## src/rtl/mac_arbiter.sv

```systemverilog
// mac_arbiter: round-robin arbiter granting one of two requesters exclusive use of a shared MAC for a job.
// Ports: arb_* face the two requesters (req/operands/last in, ack/done/result/busy/owner/err out);
// mac_* face the MAC (operands and active-low clear out, fetch/update/result in).
module mac_arbiter #(
  parameter int DW = 5,
  parameter int RW = 16,
  parameter int CLR_CYCLES = 1
) (
  input  logic          arb_clk_i,
  input  logic          arb_reset_i,
  input  logic [1:0]    arb_req_i,
  input  logic [DW-1:0] arb_a0_i,
  input  logic [DW-1:0] arb_b0_i,
  input  logic [DW-1:0] arb_a1_i,
  input  logic [DW-1:0] arb_b1_i,
  input  logic [1:0]    arb_last_i,
  output logic [1:0]    arb_ack_o,
  output logic [1:0]    arb_done_o,
  output logic [RW-1:0] arb_result_o,
  output logic          arb_busy_o,
  output logic          arb_owner_o,
  output logic          arb_err_o,
  output logic [DW-1:0] mac_multiplicand_o,
  output logic [DW-1:0] mac_multiplier_o,
  output logic          mac_nreset_o,
  input  logic          mac_fetch_i,
  input  logic          mac_update_i,
  input  logic [RW-1:0] mac_result_i
);
  typedef enum logic [2:0] {IDLE, CLEAR, BUSY, DRAIN, DONE} state_t;
  state_t state;
  logic owner, last_grant, ack, live;
  logic [3:0] clr_cnt;
  logic [7:0] outstanding;
  // a pair is consumed only while the counter has room, so it never wraps
  assign ack = state == BUSY && mac_fetch_i && arb_req_i[owner] && outstanding != 8'hff;
  assign live = state == BUSY || state == DRAIN || state == DONE;
  assign arb_ack_o = {ack & owner, ack & ~owner};
  assign arb_done_o = {state == DONE && owner, state == DONE && !owner};
  assign arb_busy_o = state != IDLE;
  assign arb_owner_o = owner;
  assign mac_multiplicand_o = !live ? '0 : owner ? arb_a1_i : arb_a0_i;
  assign mac_multiplier_o = !live ? '0 : owner ? arb_b1_i : arb_b0_i;
  // gated with reset so the MAC is held cleared while the arbiter is in reset
  assign mac_nreset_o = state != CLEAR && !arb_reset_i;
  always_ff @(posedge arb_clk_i or posedge arb_reset_i) begin
    if (arb_reset_i) begin
      state <= IDLE;
      owner <= 1'b0;
      last_grant <= 1'b1;
      clr_cnt <= '0;
      outstanding <= '0;
      arb_result_o <= '0;
      arb_err_o <= 1'b0;
    end else begin
      if (mac_update_i && outstanding == 8'd0) arb_err_o <= 1'b1;
      outstanding <= ack && !mac_update_i ? outstanding + 8'd1 :
                     !ack && mac_update_i && outstanding != 8'd0 ? outstanding - 8'd1 : outstanding;
      case (state)
        IDLE: if (|arb_req_i) begin
          owner <= &arb_req_i ? ~last_grant : arb_req_i[1];
          clr_cnt <= 4'(CLR_CYCLES - 1);
          state <= CLEAR;
        end
        CLEAR: if (clr_cnt == 4'd0) state <= BUSY; else clr_cnt <= clr_cnt - 4'd1;
        BUSY: if (ack && arb_last_i[owner]) state <= DRAIN;
        DRAIN: if (outstanding == 8'd0) begin
          arb_result_o <= mac_result_i;
          state <= DONE;
        end
        DONE: begin
          last_grant <= owner;
          state <= IDLE;
        end
        default: state <= IDLE;
      endcase
    end
  end
endmodule

```

## config.mk

```make
export PLATFORM = sky130hd
export DESIGN_NAME = mac_arbiter
export DESIGN_NICKNAME = d
export VERILOG_FILES = /design/src/rtl/mac_arbiter.sv
export SDC_FILE = /design/constraint.sdc
export NUM_CORES = 1
export LEC_CHECK = 0
export CORE_UTILIZATION = 39
export CTS_CLUSTER_SIZE = 14
export DETAILED_ROUTE_END_ITERATION = 10
export PLACE_DENSITY = 0.78
export SLEW_MARGIN = 20
export SYNTH_ARGS = -nofsm -noshare
export SYNTH_HDL_FRONTEND = slang
export SYNTH_SLANG_ARGS = --single-unit
```

## constraint.sdc

```tcl
create_clock -name arb_clk_i -period 2.5 [get_ports arb_clk_i]
set_input_delay 0.375 -clock arb_clk_i [delete_from_list [all_inputs] [get_ports arb_clk_i]]
set_output_delay 0.375 -clock arb_clk_i [all_outputs]
set_load 0.02 [all_outputs]
```

=== Word-level counts from Yosys, hierarchy flattened ===
Cells that the tools add are included.

* Register bits: 34
* Output and inout bits: 34
* Word-level logic and storage cells: 75
* Bits of input ports: 44

* Magnitude comparators: 1
* Bitwise logic cells: 4
* Add/sub/neg operators: 3
* Equality and inequality tests: 11
* Mux-type cells: 19
* Reductions and logical operators: 30

{| class="wikitable"
|+ Operator list
! kind !! number
|-
| 2-to-1 mux 5 bit || 4
|-
| 2-to-1 mux 8 bit || 2
|-
| 2-to-1 mux 3 bit || 4
|-
| one-hot mux 3 bit (4 select lines) || 1
|-
| logical AND 1 bit || 11
|-
| adder 8 x 1 -> 8 bit (second input constant) || 1
|-
| logical NOT 8 bit || 1
|-
| 2-to-1 mux 4 bit || 2
|-
| != test 8 bit (second input constant) || 1
|-
| one-hot mux 4 bit (2 select lines) || 1
|-
| nonzero test 8 bit || 1
|-
| subtractor 8 x 1 -> 8 bit (second input constant) || 1
|-
| == test 3 x 2 -> 1 bit (second input constant) || 2
|-
| != test 2 bit (second input constant) || 3
|-
| AND reduction 2 bit || 3
|-
| 2-to-1 mux 1 bit || 5
|-
| logical NOT 1 bit || 4
|-
| logical NOT 4 bit || 1
|-
| != test 2 x 1 -> 1 bit (second input constant) || 2
|-
| AND reduction 4 bit || 1
|-
| nonzero test 2 bit || 2
|-
| subtractor 4 x 1 -> 4 bit (second input constant) || 1
|-
| == test 3 x 1 -> 1 bit (second input constant) || 1
|-
| == test 3 bit (second input constant) || 1
|-
| other kinds (9) || 12
|}

=== Logic depth before layout (Yosys ltp) ===
* Word-level depth: 9
* Gate-level depth with buffers: 10
* Depth with buffers taken out: 9

=== Worst setup path after synthesis ===
Ideal clock, no wire load.

* Path kind: reg2reg
* From: register owner, in the netlist arb_owner_o
* To: register outstanding[7]
* Arrival: 2.469 ns
* Stages on the path, launching flop included: 11
* Setup time: 0.079 ns
* Required time: 2.421 ns
* Slack: -0.049 ns
* Clock period less this slack: 2.549 ns
* Cell sequence: dfrtp_1 > buf_6 > mux2_4 > o211ai_4 > or3_4 > ha_1 > a21o_1 > a21oi_1 > o31ai_1 > mux2i_1 > xor2_1

* Longest elaborated chain between the ends: 8

{| class="wikitable"
|+ RTL lines
! element !! RTL line !! text
|-
| from (decl) || 32 || <nowiki>logic owner, last_grant, ack, live;</nowiki>
|-
| from (signal assigned) || 61 || <nowiki>owner <= &arb_req_i ? ~last_grant : arb_req_i[1];</nowiki>
|-
| 2-to-1 mux 1 bit (implied by the code) * (2 in a row) || 36 || <nowiki>assign ack = state == BUSY && mac_fetch_i && arb_req_i[owner] && outstanding != 8'hff;</nowiki>
|-
| logical AND 1 bit * (2 in a row) || 36 ||
|-
| logical NOT 1 bit || 58 || <nowiki>!ack && mac_update_i && outstanding != 8'd0 ? outstanding - 8'd1 : outstanding;</nowiki>
|-
| logical AND 1 bit (2 in a row) || 58 ||
|-
| nonzero test 2 bit (no line) || - ||
|-
| to (signal assigned) || 57 || <nowiki>outstanding <= ack && !mac_update_i ? outstanding + 8'd1 :</nowiki>
|-
| to (decl) || 34 || <nowiki>logic [7:0] outstanding;</nowiki>
|}

Mark *: on every way between the ends. The rest lies on a longest branch, timed or not. The select of a mux whose other input is x is not followed.
A chain may end at the register's enable or synchronous reset.

=== Worst setup path in the final report ===
* From: input mac_fetch_i
* To: register outstanding[7]

* Longest elaborated chain between the ends: 7

{| class="wikitable"
|+ RTL lines
! element !! RTL line !! text
|-
| from (decl) || 26 || <nowiki>input logic mac_fetch_i,</nowiki>
|-
| logical AND 1 bit * (3 in a row) || 36 ||
|-
| logical NOT 1 bit || 58 ||
|-
| logical AND 1 bit (2 in a row) || 58 ||
|-
| nonzero test 2 bit (no line) || - ||
|}

Mark *: on every way between the ends. The rest lies on a longest branch, timed or not.

==> results_dict.tcl <==
set metrics [dict create \
    status "finished clean" \
    avgViaCountPerCell 4.90 \
    worstHoldStart "arb_err_o" \
    h-tree-depth 2 \
    r2r_start "outstanding[4]" \
    grt.total_usage_pct 19.1 \
    num-nets-final 331 \
    grt_max_degree 35 \
    synthFlopType "dfrtp_1" \
    crit_arrival_ps 2650 \
    postSynthCellCount 178 \
    fin_crit_sh_pct 97.4 \
    layout_commonest_cell "clkdlybuf4s50_1" \
    drc 0 \
    first_global_vias 1718 \
    grt_overflow 0 \
    grt_setup_unrepaired "true" \
    synth_cell_type_count 46 \
    synth-adder-area-share_pct 6.08 \
    die_area_um2 5350 \
    max-cap-violations 0 \
    rrSetupSlack_ps 60 \
    criticalPathCategory "in2reg" \
    hold_buffers 0 \
    synthToLayoutAreaGrowth_pct 60.6 \
    skew_ps 4.41 \
    rr_worst_depth 9 \
    clkSinkCount 34 \
    drtAntennaViolNets 0 \
    cts_root_buf "clkbuf_8" \
    cts_tree "built" \
    required_ps 2710 \
    slew_violations 0 \
    die_y_um 73.2 \
    synth_mux_area_share_pct 18.3 \
    clk_pin_slew_worst_paths_ps 70 \
    yosys_register_bits 34 \
    synth_top_family_by_area "multiplexers" \
    p_leak_nw 1.38 \
    ys_top_cells_by_area "dfrtp_1 (42%), mux2_2 (8.6%), mux2i_1 (6.1%)" \
    routed_wl_um 4960 \
    synth_compound_area_share_pct 10.5 \
    multiInputGateArea_um2 1130 \
    syn_nets 231 \
    nFillCells 370 \
    setup_slack_ps 64.9 \
    coreArea_um2 4790 \
    synth_edf_count 0 \
    cts_buffers 5 \
    io_buffers 77 \
    antenna_found_initial 0 \
    worst_pin_slew_ps 439 \
    syn-mean-instance-area_um2 11.1 \
    synth.largest_area_cell "dfrtp_1" \
    hold_end "arb_err_o" \
    power_mw 3.89 \
    clk_path_buf_depth 2 \
    clock.fmax_mhz 411 \
    drive_gt1_share_pct 25.8 \
    power_density_nw_per_um2 1230 \
    final_cell_mix "clkdlybuf4s50_1 (72), dfrtp_1 (31), buf_4 (21), nor2_1 (19), mux2_2 (15)" \
    clk_latency_ps 290 \
    n_antenna_cell 0 \
    die_width_um 73.2 \
    pre_cts_ws_ps -350 \
    reg2reg_to "outstanding[7]" \
    dr.pass1.iters 4 \
    relSlewSlack_pct 70.7 \
    instances_no_fill 346 \
    drt_iter0_drc 54 \
    cp-start-kind "input port" \
    rows 25 \
    synth-xor-area-share_pct 4.44 \
    grt_pass1_wl_um 7760 \
    vdd_drop_max_v 0.000740 \
    hold_viol 0 \
    async_flop_share_pct 100 \
    min_period_ps 2440 \
    dpl.cell_count 336 \
    start_util_pct 41.3 \
    crit_fanout 5 \
    vias 1696 \
    hold_depth 1 \
    dp_hpwl_um 3480 \
    wl_per_cell_um 14.3 \
    post-route-util_pct 66.3 \
    synth_top_area_share_pct 41.8 \
    seq_area_um2 855 \
    cp-end-kind "register" \
    yosysWarnings 0 \
    io_pins 78 \
    setup_violations 0 \
    yosys.area_share.simple_pct 14.1 \
    syn-cell-area_um2 1970 \
    hold_class "reg2reg" \
    gp_congestion 0.756 \
    ys_seq_area_share_pct 43.2 \
]
-- area by class of cell --
type | count | area share (%)
Clock buffer | 6 | 2.60
Clock inverter | 2 | 1.89
Inverter | 6 | 0.710
Multi-Input combinational cell | 133 | 35.8
Sequential cell | 34 | 26.9
Tap cell | 67 | 2.64
Timing Repair Buffer | 98 | 29.4
-- layer usage --
layer	wire length, um	vias to the layer above	global-route usage [%]
met1	1990	805	21.0
met2	2570	53	35.7
met4	94	0	4.79
met5	0	-	0
li1	-	830	-
met3	305	8	5.66
-- sequential cells by signal (all words and copies together) (netlist names) --
name          cells
arb_result_o     16
outstanding       8
clr_cnt           4
state             3
arb_err_o         1
arb_owner_o       1
last_grant        1
-- synthesized netlist by cell type (3+ instances only) --
master,instances
a21o_1,4
nor2_1,19
dfrtp_1,33
xor2_1,3
o31ai_1,3
ha_1,8
o21ai_0,5
mux2_2,15
mux2i_1,12
inv_1,6
xnor2_1,7
mux2_4,4
nand2_1,11
a21oi_1,8
-- critical path, cell delays in order --
cell	delay (ps)
clkdlybuf4s50_1	530
o211ai_4	110
or3_4	440
ha_4	300
a21o_1	150
a21oi_2	90
o31ai_2	250
mux2i_1	260
xor2_1	150
-- worst max-delay path by stage --
stage / cells past startpoint / slack (ps) / to / startpoint
floorplan: 10 / 10 / outstanding[7] / arb_owner_o
global placement: 10 / -270 / outstanding[7] / arb_req_i[0]
detailed placement: 10 / -350 / outstanding[7] / arb_req_i[1]
CTS: 10 / -0.6 / outstanding[7] / arb_req_i[1]
global route: 9 / -30 / outstanding[7] / arb_owner_o
finish: 9 / 60 / outstanding[7] / mac_fetch_i
-- timing repair --
action / in CTS / in global routing
gates resized for setup: 5 / 11
cloned: 0 / 1
buffers inserted: 0 / 1
setup endpoints to repair: 16 / 6
pin swaps: 2 / 9
-- metrics by stage --
step | hold slack (ps) | cell area (um^2) | setup TNS [ps]
5_1_grt | 503 | 3170 | -30.3
2_1_floorplan | 465 | 1980 | 0
3_5_place_dp | 449 | 2940 | -1560
3_3_place_gp | 448 | 2940 | -1200
4_1_cts | 482 | 3090 | -0.597
6_report | 474 | 3170 | 0
-- where the power goes --
| part | internal, mW | leakage, nW | switching, mW |
|---|---|---|---|
| combinational | 1.22 | 0.911 | 1.05 |
| clock | 0.425 | 0.0714 | 0.211 |
| sequential | 0.800 | 0.401 | 0.179 |
| total | 2.45 | 1.38 | 1.44 |
-- cell families (layout without fill, tap and decap cells) --
kind of cell | count (synthesis) | in the layout
adders and majority gates | 9 | 9
buffers and inverters | 12 | 112
AOI/OAI and AO/OA | 29 | 29
muxes | 32 | 32
and+or+nand+nor | 52 | 53
DFF | 34 | 34
xor gates and xnor gates | 10 | 10
Power figures use the tool's default switching activity.
